==> src/rtl/seq_adder.sv <==
// Chunk-serial adder: sum/co = a+b+ci, CHUNK bits per cycle (optional signed ovf via SEQ_ADDER_OVF_EN).
// Latency: out_valid rises WIDTH/CHUNK edges after the accept edge.
// Backpressure: result held in DONE until out_ready; in_ready only in IDLE.
module seq_adder #(
    parameter int WIDTH = 16,
    parameter int CHUNK = 4
) (
    input  logic             clk,
    input  logic             resetN,
    input  logic             in_valid,
    output logic             in_ready,
    input  logic [WIDTH-1:0] a,
    input  logic [WIDTH-1:0] b,
    input  logic             ci,
    output logic             out_valid,
    input  logic             out_ready,
    output logic [WIDTH-1:0] sum,
    output logic             co
`ifdef SEQ_ADDER_OVF_EN
    ,
    output logic             ovf
`endif
);

    localparam int N  = WIDTH / CHUNK;
    localparam int CW = (N > 1) ? $clog2(N) : 1;

    typedef enum logic [1:0] {
        IDLE = 2'd0,
        RUN  = 2'd1,
        DONE = 2'd2
    } state_t;

    state_t           st_q;
    state_t           st_d;
    logic [CW-1:0]    cnt_q;
    logic             carry_q;
    logic [WIDTH-1:0] a_q;
    logic [WIDTH-1:0] b_q;
    logic [31:0]      base;
    logic [CHUNK:0]   chunk_sum;
    logic             last;

    assign base      = 32'(cnt_q) * CHUNK;
    assign chunk_sum = {1'b0, a_q[base +: CHUNK]} + {1'b0, b_q[base +: CHUNK]}
                     + {{CHUNK{1'b0}}, carry_q};
    assign last      = (cnt_q == CW'(N - 1));

    always_comb begin
        st_d      = st_q;
        in_ready  = 1'b0;
        out_valid = 1'b0;
        case (st_q)
            IDLE: begin
                in_ready = 1'b1;
                if (in_valid) st_d = RUN;
            end
            RUN: begin
                if (last) st_d = DONE;
            end
            DONE: begin
                out_valid = 1'b1;
                if (out_ready) st_d = IDLE;
            end
            default: st_d = IDLE;
        endcase
    end

    always_ff @(posedge clk) begin
        if (!resetN) begin
            st_q    <= IDLE;
            cnt_q   <= '0;
            carry_q <= 1'b0;
            a_q     <= '0;
            b_q     <= '0;
            sum     <= '0;
            co      <= 1'b0;
`ifdef SEQ_ADDER_OVF_EN
            ovf     <= 1'b0;
`endif
        end else begin
            st_q <= st_d;
            case (st_q)
                IDLE: begin
                    if (in_valid) begin
                        a_q     <= a;
                        b_q     <= b;
                        carry_q <= ci;
                        cnt_q   <= '0;
                    end
                end
                RUN: begin
                    sum[base +: CHUNK] <= chunk_sum[CHUNK-1:0];
                    carry_q            <= chunk_sum[CHUNK];
                    cnt_q              <= cnt_q + CW'(1);
                    if (last) begin
                        co <= chunk_sum[CHUNK];
`ifdef SEQ_ADDER_OVF_EN
                        // carry into MSB recovered as a^b^s at the MSB
                        ovf <= a_q[WIDTH-1] ^ b_q[WIDTH-1]
                             ^ chunk_sum[CHUNK-1] ^ chunk_sum[CHUNK];
`endif
                    end
                end
                default: ;
            endcase
        end
    end

endmodule

==> config.mk <==
export PLATFORM = sky130hd
export DESIGN_NAME = seq_adder
export DESIGN_NICKNAME = d
export VERILOG_FILES = /design/src/rtl/seq_adder.sv
export SDC_FILE = /design/constraint.sdc
export NUM_CORES = 1
export LEC_CHECK = 0
export CAP_MARGIN = 25
export CORE_UTILIZATION = 40
export CTS_CLUSTER_SIZE = 20
export DETAILED_ROUTE_END_ITERATION = 10
export PLACE_DENSITY_LB_ADDON = 0.25
export SYNTH_ARGS = -nofsm -noshare
export SYNTH_HDL_FRONTEND = slang
export SYNTH_SLANG_ARGS = --single-unit
export TNS_END_PERCENT = 1
==> constraint.sdc <==
create_clock -name clk -period 3.6 [get_ports clk]
set_input_delay 0.72 -clock clk [delete_from_list [all_inputs] [get_ports clk]]
set_output_delay 0.72 -clock clk [all_outputs]
set_load 0.005 [all_outputs]
# Word level (Yosys, flattened, before mapping)
# Cells that the tools add are included.
# classes
mux	11
n_div	0
order_cmp	0
addsub	4
n_mul	0
n_eq_ne	6
bitwise	0
n_reduce_logical	6
shift	4
# op_table
operator	n
$neg 4->34	1
$shift 4x34->16 const A	1
$shiftx 4x34->16	1
$shiftx 16x5->4	2
$bwmux 16	1
$mux 2	4
$ne 2x2->1 const B	3
$pmux 2 s3	1
$reduce_and 2->1	3
$add 4x4->5	1
$add 5x1->5	1
$eq 2x2->1 const B	2
$pmux 2 s2	1
$mux 1	3
$reduce_and 3->1	1
$add 2x1->2 const B	1
$eq 2x1->1 const B	1
$logic_not 2->1	1
$pmux 1 s2	1
$reduce_bool 2->1	1
# word_totals
latch_bits	0
wordCells	38
input_bits	37
output_inout_bits	19
register_bits	54
memories	0
ram_bits	0
rom_bits	0

# Longest topological paths before layout
# Gate-level depths: netlist of the first run.
# depth
ltp_word	5
ltp_mapped	8

# Least setup slack after synthesis of the first run
# No wires, ideal clock.
# synth_timing
kind	flip-flop to flip-flop
start	register cnt_q[0]
end	register carry_q
t_required_ns	3.468
setup_time_ns	0.132
stages_incl_launch_ff	9
path_buffers	1
arrival_time_ns	2.574
setup_slack_ns	0.894
cell_sequence	dfxtp_1 buf_2 mux4_2 fa_1 fa_1 a21o_1 a21oi_1 nand2b_1 a21oi_1
# synth_via
elab_chain_len	4
# synth_rtl
item	line_no	source
start: declaration	36	logic [CW-1:0] cnt_q;
start signal: assignment	95	cnt_q <= cnt_q + CW'(1);
$shiftx 16x5->4	45	assign chunk_sum = {1'b0, a_q[base +: CHUNK]} + {1'b0, b_q[base +: CHUNK]}
$add 4x4->5 *	45	
$add 5x1->5 *	46	+ {{CHUNK{1'b0}}, carry_q};
$pmux 1 s2 *	83	case (st_q)
end signal: assignment	88	carry_q <= ci;
end signal: assignment	94	carry_q <= chunk_sum[CHUNK];
end: declaration	37	logic carry_q;
# Every way passes the cells marked *; elsewhere a longest branch is shown, timed or not.
# A chain may end at the register's enable or synchronous reset.

# Worst setup path in the final report of the first run
# layout_timing
start	register cnt_q[1]
end	register sum[11]
# layout_via
elab_chain_len	5
# layout_rtl
item	line_no	source
$shiftx 16x5->4	45	
$add 4x4->5	45	
$add 5x1->5	46	
$shiftx 4x34->16	93	sum[base +: CHUNK] <= chunk_sum[CHUNK-1:0];
$bwmux 16 *	93	
end signal: indexed assignment	93	
end: declaration	17	output logic [WIDTH-1:0] sum,
# Marked as above.

==> impl_metrics.ini, run 1 <==
[global_routing]
grt_pass1_vias = 1940
grt_start_max_net_pins = 52
antenna_found_initial = 0
grt_pass1_wl_microns = 8580
grt_use_total = 0.178
grt.overflow.total = 0

[synthesis]
synth.largest_area_cell = dfxtp_1
yosysWarningCount = 0
synth_area_sq_mm = 0.00235
ys_types = 31
synth_cells = 262
synth_edf_count = 0
async_flop_share = 0
postSynthAreaPerCell_sq_um = 8.96
postSynthNetCount = 310
ys_seq_area_frac = 0.460
netlist_top_cells_area = dfxtp_1 (46%), nand2_1 (12%), a21oi_1 (8.1%)
ys_seq_elements = 54
synth_flop_cell = dfxtp_1
yosys.area.top_type_share = 0.460

[die]
core_area_sq_mm = 0.00557
fp.dieW_microns = 78.6
io_pins = 56
initial_core_util = 0.421
fp-row-count = 27
die_area_sq_mm = 0.00618
die_h_microns = 78.6

[setup_path]
r2r_start = cnt_q[1]
worst-r2r-cell-count = 7
crit_arrival_ps = 2840
critPathSlowestCell = mux4_2
r2r_setup_slack_ps = 1010
crit_chain = buf_4, mux4_2, ha_1, a211oi_1, nor3b_1, or3b_1, a21oi_2
cp-start-kind = register
rr_endpoint = sum[11]
crit_path_end_kind = register
slowest_delay_ps = 560
crit_required_ps = 3840
critPathMaxFanout = 8
crit_type = register to register
crit_path_start = cnt_q[1]

[detailed_routing]
ant_nets = 0
wl_per_cell_microns = 13.1
via_count = 1958
routed_via_density = 5.03
drc_errors = 0
initialDrtViolationCount = 100
routed_wl_microns = 5090
first_pass_iters = 4

[power]
pwr-share-seq = 0.521
ir_drop_mv = 0.229
finalPower_uw = 1230
net-switching-power_uw = 304
p_clk_frac = 0.319
p_per_area_mw_per_mm2 = 398
p_int_uw = 926
p_leak_uw = 0.00116
p_comb_frac = 0.160
swShare = 0.247

[layout]
area_growth_pct = 31.6
fin_cells = 389
n_antenna_cell = 0
nNetsFinal = 364
fillers = 568
drive_above_1_share = 0.0946

[sta]
setup_violations = 0
fmax_mhz = 385
skew_ps = 7.61
final_max_slew_viol_count = 0
timing.final.crit_share = 0.721
tightest_slew_ps = 703
hold_violations = 0
post-route-min-period_ps = 2590
rsz0062_at_grt = no
tns_ps = 0
timing.final.ws_setup_ps = 1010
relSlewSlack = 0.527

[placement]
place_inst = 381
pre_cts_ws_ps = 1040
routabilityCongestion = 0.824
dp_hpwl_microns = 3610
numPortBuffers = 55

[clock_tree]
htree_levels = 2
cts_tree = done
clock-sinks = 54
cts_root_buffer = clkbuf_8
clk_pin_slew_ps = 90
postCtsHoldBufs = 0
cts_setup_buffers = 0
worstSkewPairLatency_ps = 300
cts_buffer_depth = 2
cts_resized = 0
cts_made_buffers = 5

[hold_path]
hold_depth = 2
min_from = a_q[10]
hold_path.class = register to register
holdPathEnd = a_q[10]

[outcome]
status = completed

[job]
drv_cap = 0
stage by stage:
stage / utilization / instance area (sq um) / hold slack, ps
floorplan: - / 2350 / 433
global placement: 0.535 / 2980 / 444
detailed placement: 0.535 / 2980 / 447
CTS: 0.554 / 3090 / 460
global route: 0.554 / 3090 / 481
finish: 0.554 / 3090 / 457
critical path: cells and delay by family, from the launching register on:
family                   cells  cell delay (ps)
flip-flops                   1              500
adder cells (fa/ha/maj)      1              310
multiplexers                 1              560
AO/OA/AOI/OAI                2              410
buffers and inverters        1              240
AND/OR/NAND/NOR              2              510
power by group through the flow:
stage | Clock (uW) | Sequential (uW) | Combinational [uW]
final | 393 | 641 | 197
after floorplan | 0 | 650 | 116
after detailed placement | 0 | 655 | 196
after global placement | 0 | 655 | 193
after CTS | 404 | 641 | 198
after global routing | 429 | 645 | 218
per-layer routing:
layer	GRT usage	wire (microns)	share of wire	vias up
met5	0	0	0	-
met4	0.0574	66	0.013	0
met3	0.0430	211	0.041	6
met2	0.303	2410	0.47	44
met1	0.219	2400	0.47	908
li1	-	-	-	1000
cells by family (layout without fill, tap and decap cells):
logic type / count (synthesis) / in the layout / synth area share
simple gates: 110 / 110 / 0.208
compound gates: 60 / 60 / 0.155
flops: 54 / 54 / 0.460
buf+inv: 18 / 73 / 0.0314
fa+ha+maj: 11 / 11 / 0.0650
mux: 8 / 8 / 0.0767
xor+xnor: 1 / 1 / 0.00373
how the worst max path moves through the flow:
stage,endpoint,slack [ps],depth (start not counted)
finish,sum[11],1010,7
global route,carry_q,850,7
CTS,sum[11],970,7
detailed placement,carry_q,1040,7
global placement,carry_q,1070,7
floorplan,carry_q,890,8
placed cells by master (no fill, tap or decap):
cell type / instances
a311oi_1: 1
and3_1: 3
nor3b_4: 1
fa_1: 2
nor4_1: 3
ha_1: 9
a31o_2: 3
clkinv_2: 2
nor3b_1: 1
nand2_1: 74
a21oi_2: 1
nand2b_1: 3
clkdlybuf4s50_1: 55
dfxtp_1: 54
bufinv_16: 1
or3b_1: 1
nand2b_4: 1
clkbuf_8: 5
nor4_4: 1
nor2b_1: 1
nand3_1: 1
a211oi_1: 1
a21oi_1: 38
buf_4: 6
nor2_1: 19
a22oi_1: 14
inv_1: 3
and2b_1: 1
xor2_1: 1
mux4_2: 8
clkinv_1: 1
a21o_1: 1
o21ba_2: 1
Yosys cell counts (2+ instances only):
master,count
mux4_2,8
nand2_1,74
nand2b_1,3
inv_1,3
a31o_2,3
clkbuf_1,11
a21oi_1,38
ha_1,9
buf_2,2
nor4_1,3
dfxtp_1,54
nor2_1,19
and3_1,3
fa_1,2
a22oi_1,14
sequential cells by signal (all words and copies together), names as in the netlist:
| signal | flops |
|---|---|
| a_q | 16 |
| b_q | 16 |
| sum | 16 |
| cnt_q | 2 |
| st_q | 2 |
| carry_q | 1 |
| co | 1 |
area by class of cell:
class                   instances  area (sq um)  area share
clock buffers                   5          68.8      0.0223
clock inverters                 3          40.0      0.0130
inverters                       4          15.0     0.00486
multi-input cells             190          1200       0.388
flip-flops and latches         54          1080       0.350
well taps                      72          90.1      0.0291
repair buffers                 61           596       0.193
(Power assumes the default switching activity.)
==> inputs of run 2 (changes only) <==
Clock period 3.6 ns to 2.4 ns, I/O delays scaled along.
==> run 2 against run 1 <==
  * Utilization is 1.3 points higher
  * Hold slack improved by 1.1 ps
  * First-iteration DRC count up 21%
  * Die area did not move
  * Setup slack got worse by 940 ps
  * Cell area grew 2.3%
  * Critical path depth unchanged
  * Critical endpoint is now carry_q
  * Largest cell class unchanged
==> impl_metrics.ini, run 2 (synthesis results as in run 1) <==
[outcome]
status = completed

[detailed_routing]
initialDrtViolationCount = 121
drc_errors = 0
ant_nets = 0
routed_wl_microns = 5180
via_count = 2014
routed_via_density = 5.09
wl_per_cell_microns = 13.1
first_pass_iters = 4

[layout]
multiInputGateArea_sq_mm = 0.00121
largestRegisters = a_q (16), b_q (16), sum (16)
drive_above_1_share = 0.127
layout_commonest_cell = nand2_1
area_growth_pct = 34.6
layout_common_cells = nand2_1 (74), clkdlybuf4s50_1 (55), dfxtp_1 (52)
ff_latch_area_sq_mm = 0.00109
fillers = 534
post-route-util = 0.567
n_antenna_cell = 0
nNetsFinal = 372

[placement]
numPortBuffers = 55
routabilityCongestion = 0.784
dp_hpwl_microns = 3850

[setup_path]
critPathMaxFanout = 4
crit_path_end_kind = register
slowest_delay_ps = 520
crit_family = adder cells
crit_chain = mux4_2, fa_2, fa_2, a21o_1, a21oi_1, nand2b_1, a21oi_1
crit_arrival_ps = 2510
crit_buf_inv = 0
crit_required_ps = 2580
critPathSlowestCell = mux4_2
crit_type = register to register
cp-start-kind = register

[sta]
final_max_slew_viol_count = 0
hold_violations = 0
skew_ps = 4.91
post-route-min-period_ps = 2330
rsz0062_at_grt = no
timing.final.crit_share = 0.971
setup_violations = 0
tns_ps = 0
relSlewSlack = 0.740
fmax_mhz = 429
tightest_slew_ps = 388

[power]
swShare = 0.252
p_leak_uw = 0.00119
p_comb_frac = 0.178
net-switching-power_uw = 447
p_clk_frac = 0.280
pwr-share-seq = 0.542
ir_drop_mv = 0.291
p_per_area_mw_per_mm2 = 561
p_int_uw = 1330

[clock_tree]
cts_root_buffer = clkbuf_8
cts_buffer_depth = 2
cts_made_buffers = 5
clk_pin_slew_ps = 90
worstSkewPairLatency_ps = 300
clock-sinks = 54
htree_levels = 2
cts_tree = done
cts_setup_buffers = 0

[die]
fp-row-count = 27
initial_core_util = 0.421
core_area_sq_mm = 0.00557
fp.dieW_microns = 78.6
die_area_sq_mm = 0.00618
die_h_microns = 78.6
io_pins = 56

[hold_path]
hold_path.class = register to register

[global_routing]
grt_start_max_net_pins = 35
grt_use_total = 0.184
met3_usage = 0.0395
grt_pass1_vias = 1926
use_met2 = 0.297
antenna_found_initial = 0
busiest_layer = met2
grt_pass1_wl_microns = 8840
grtUsageMet1 = 0.248
grt.overflow.total = 0

[job]
drv_cap = 0
==> run 2: layout make-up <==
| cell class | instances | area share |
|---|---|---|
| clock buffer | 7 | 0.0273 |
| inverter | 4 | 0.00475 |
| multi-input combinational | 190 | 0.383 |
| sequential | 54 | 0.344 |
| tap | 72 | 0.0285 |
| timing repair buffer | 69 | 0.213 |
==> run 2: per-layer routing <==
metal | vias to the layer above | wire (microns)
li1 | 1022 | -
met3 | 6 | 218
met4 | 0 | 57
met2 | 41 | 2460
met5 | - | 0
met1 | 945 | 2440
==> run 2: through the flow <==
stage                     cells  worst slack (ps)  hold WS, ps  power, uW  cell area, sq um
after floorplan             262              15.6          433       1150              2370
after global placement      389              65.6          444       1290              3060
after detailed placement    389              16.3          447       1300              3060
after CTS                   396              56.9          461       1790              3150
after global routing        396             0.367          474       1870              3160
final                       396              68.7          458       1770              3160
==> run 2: what timing repair did <==
item,CTS,global route
hold endpoints to repair,0,0
hold buffers,0,0
cloned,0,0
resized for setup,1,3
setup endpoints to repair,2,3
==> run 2: worst min-delay path: stages, from the launching register on <==
cell	delay, ps
dfxtp_1	320
nand2_1	50
a21oi_1	50
==> run 2: final timing paths <==
path	start	to	slack, ps	depth (start not counted)
max	cnt_q[0]	carry_q	70	7
max reg2reg	cnt_q[0]	carry_q	70	7
min reg2reg	a_q[12]	a_q[12]	460	2
min	a_q[12]	a_q[12]	460	2
==> run 2: power groups by stage <==
stage	Clock (uW)	Sequential (uW)	Combinational (uW)
finish	497	961	315
global route	555	967	348
CTS	513	962	315
detailed placement	0	983	312
global placement	0	983	308
floorplan	0	976	178
==> inputs of run 3 (changes only) <==
Settings changed: SLEW_MARGIN set to 15.
Clock period 2.4 ns to 2 ns, I/O delays scaled along.
==> run 3 against run 2 <==
  * The flow now finishes with violations (negative setup slack)
  * Flip-flop and latch count unchanged
  * Critical endpoint is now sum[11]
  * Setup slack lost 370 ps
  * Die area unchanged
  * Highest routed layer unchanged
  * Clock-buffer cell count shrank 1
  * Largest power group unchanged
  * Sequential power is 21% higher
  * Critical path type unchanged
==> impl_metrics.ini, run 3 (synthesis results as in run 1) <==
[sta]
post-route-min-period_ps = 2300
relSlewSlack = 0.762
final_max_slew_viol_count = 0
setup_violations = 14
fmax_mhz = 435
timing.final.crit_share = 1.15
skew_ps = 11.3
rsz0062_at_grt = yes
timing.final.ws_setup_ps = -300
tightest_slew_ps = 356
hold_violations = 0

[setup_path]
crit_family = multiplexers
cp-start-kind = register
r2r_start = cnt_q[1]
critPathSlowestCell = mux4_2
worst-r2r-cell-count = 8
crit_buf_inv = 2
slowest_delay_ps = 540
crit_required_ps = 2240
crit_cells = 8
crit_path_end_kind = register
rr_endpoint = sum[11]
crit_type = register to register
crit_arrival_ps = 2540
critPathMaxFanout = 4
crit_chain = buf_6, mux4_2, ha_4, a211oi_2, buf_4, o21ba_2, or3b_1, a21oi_2
r2r_setup_slack_ps = -300

[clock_tree]
cts_buffer_depth = 2
cts_made_buffers = 5
clock-sinks = 54
cts_tree = done
postCtsHoldBufs = 0
worstSkewPairLatency_ps = 310
clk_pin_slew_ps = 100
cts_root_buffer = clkbuf_8
htree_levels = 2

[global_routing]
busiest_layer = met2
grt_use_total = 0.183
grt_pass1_vias = 1965
met3_usage = 0.0442
grt_pass1_wl_microns = 8870
grt.overflow.total = 0
antenna_found_initial = 0
grtUsageMet1 = 0.241
use_met2 = 0.290
grt_start_max_net_pins = 52

[layout]
ff_latch_area_sq_mm = 0.00109
layout_commonest_cell = nand2_1
nNetsFinal = 380
fillers = 523
largestRegisters = a_q (16), b_q (16), sum (16)
layout_common_cells = nand2_1 (74), clkdlybuf4s50_1 (55), dfxtp_1 (52)
multiInputGateArea_sq_mm = 0.00125
n_antenna_cell = 0
drive_above_1_share = 0.171
final_area_sq_mm = 0.00329
area_growth_pct = 40.1

[detailed_routing]
first_pass_iters = 4
routed_wl_microns = 5230
initialDrtViolationCount = 122
drc_errors = 0
routed_via_density = 5.00
via_count = 2027
wl_per_cell_microns = 12.9
ant_nets = 0

[hold_path]
holdPathEnd = b_q[1]
hold_depth = 2
hold_path.class = register to register
min_from = b_q[1]

[die]
die_area_sq_mm = 0.00618
initial_core_util = 0.421
io_pins = 56
fp-row-count = 27
core_area_sq_mm = 0.00557
die_h_microns = 78.6
fp.dieW_microns = 78.6

[job]
drv_cap = 0

[placement]
numPortBuffers = 55
place_area_sq_mm = 0.00313
dp_hpwl_microns = 3830
routabilityCongestion = 0.801

[outcome]
violations = negative setup slack
status = finished with violations

[power]
p_leak_uw = 0.00124
finalPower_uw = 2250
p_per_area_mw_per_mm2 = 685
ir_drop_mv = 0.444
-- run 3: changes by cell type in the layout (fill, tap and decap cells not counted), moves of 2 or more --
cell,previous run,this run
a22oi_1,14,10
clkinvlp_4,0,2
a22oi_2,0,4
buf_4,12,19
-- run 3: area by class of cell --
cell class / count / area share
Timing Repair Buffer: 77 / 0.226
Multi-Input combinational cell: 190 / 0.379
Tap cell: 72 / 0.0274
Sequential cell: 54 / 0.330
Clock buffer: 6 / 0.0285
Clock inverter: 2 / 0.00456
Inverter: 4 / 0.00456
-- run 3: metal layers --
layer / share of wire / wire length (microns)
met5: 0 / 0
met4: 0.015 / 77
met3: 0.048 / 253
met2: 0.47 / 2440
met1: 0.47 / 2460
-- run 3: power breakdown --
part	internal [uW]	switching, uW
Combinational	214	193
Clock	323	368
Sequential	1120	31.8
-- run 3: how the worst max path moves through the flow --
stage                         from       to  slack (ps)
after CTS                 cnt_q[1]  sum[11]        -300
after floorplan           cnt_q[0]  carry_q        -340
final                     cnt_q[1]  sum[11]        -300
after detailed placement  cnt_q[1]  sum[11]        -310
after global placement    cnt_q[0]  carry_q        -260
after global routing      cnt_q[0]   sum[2]        -380
-- run 3: metrics by stage --
step                hold slack, ps  TNS [ps]  setup WS, ps   util  instances
floorplan                      433     -3530          -338      -        262
global placement               444     -2850          -258  0.562        395
detailed placement             448     -3300          -312  0.562        395
CTS                            462     -3460          -298  0.590        405
global route                   482     -4370          -379  0.590        405
finish                         457     -3400          -300  0.590        405
-- run 3: tightest hold or removal path: cells and delay by family (launching register included) --
family / cells / cell delay (ps)
flops: 1 / 320
compound gates: 1 / 50
simple gates: 1 / 50
-- run 3: what timing repair did --
| item | in CTS | in global routing |
|---|---|---|
| hold endpoints to repair | 0 | 0 |
| pin swaps | 2 | 2 |
| setup buffers | 2 | 0 |
| gates cloned | 0 | 0 |
| resized for setup | 6 | 0 |
| setup endpoints to repair | 14 | 14 |
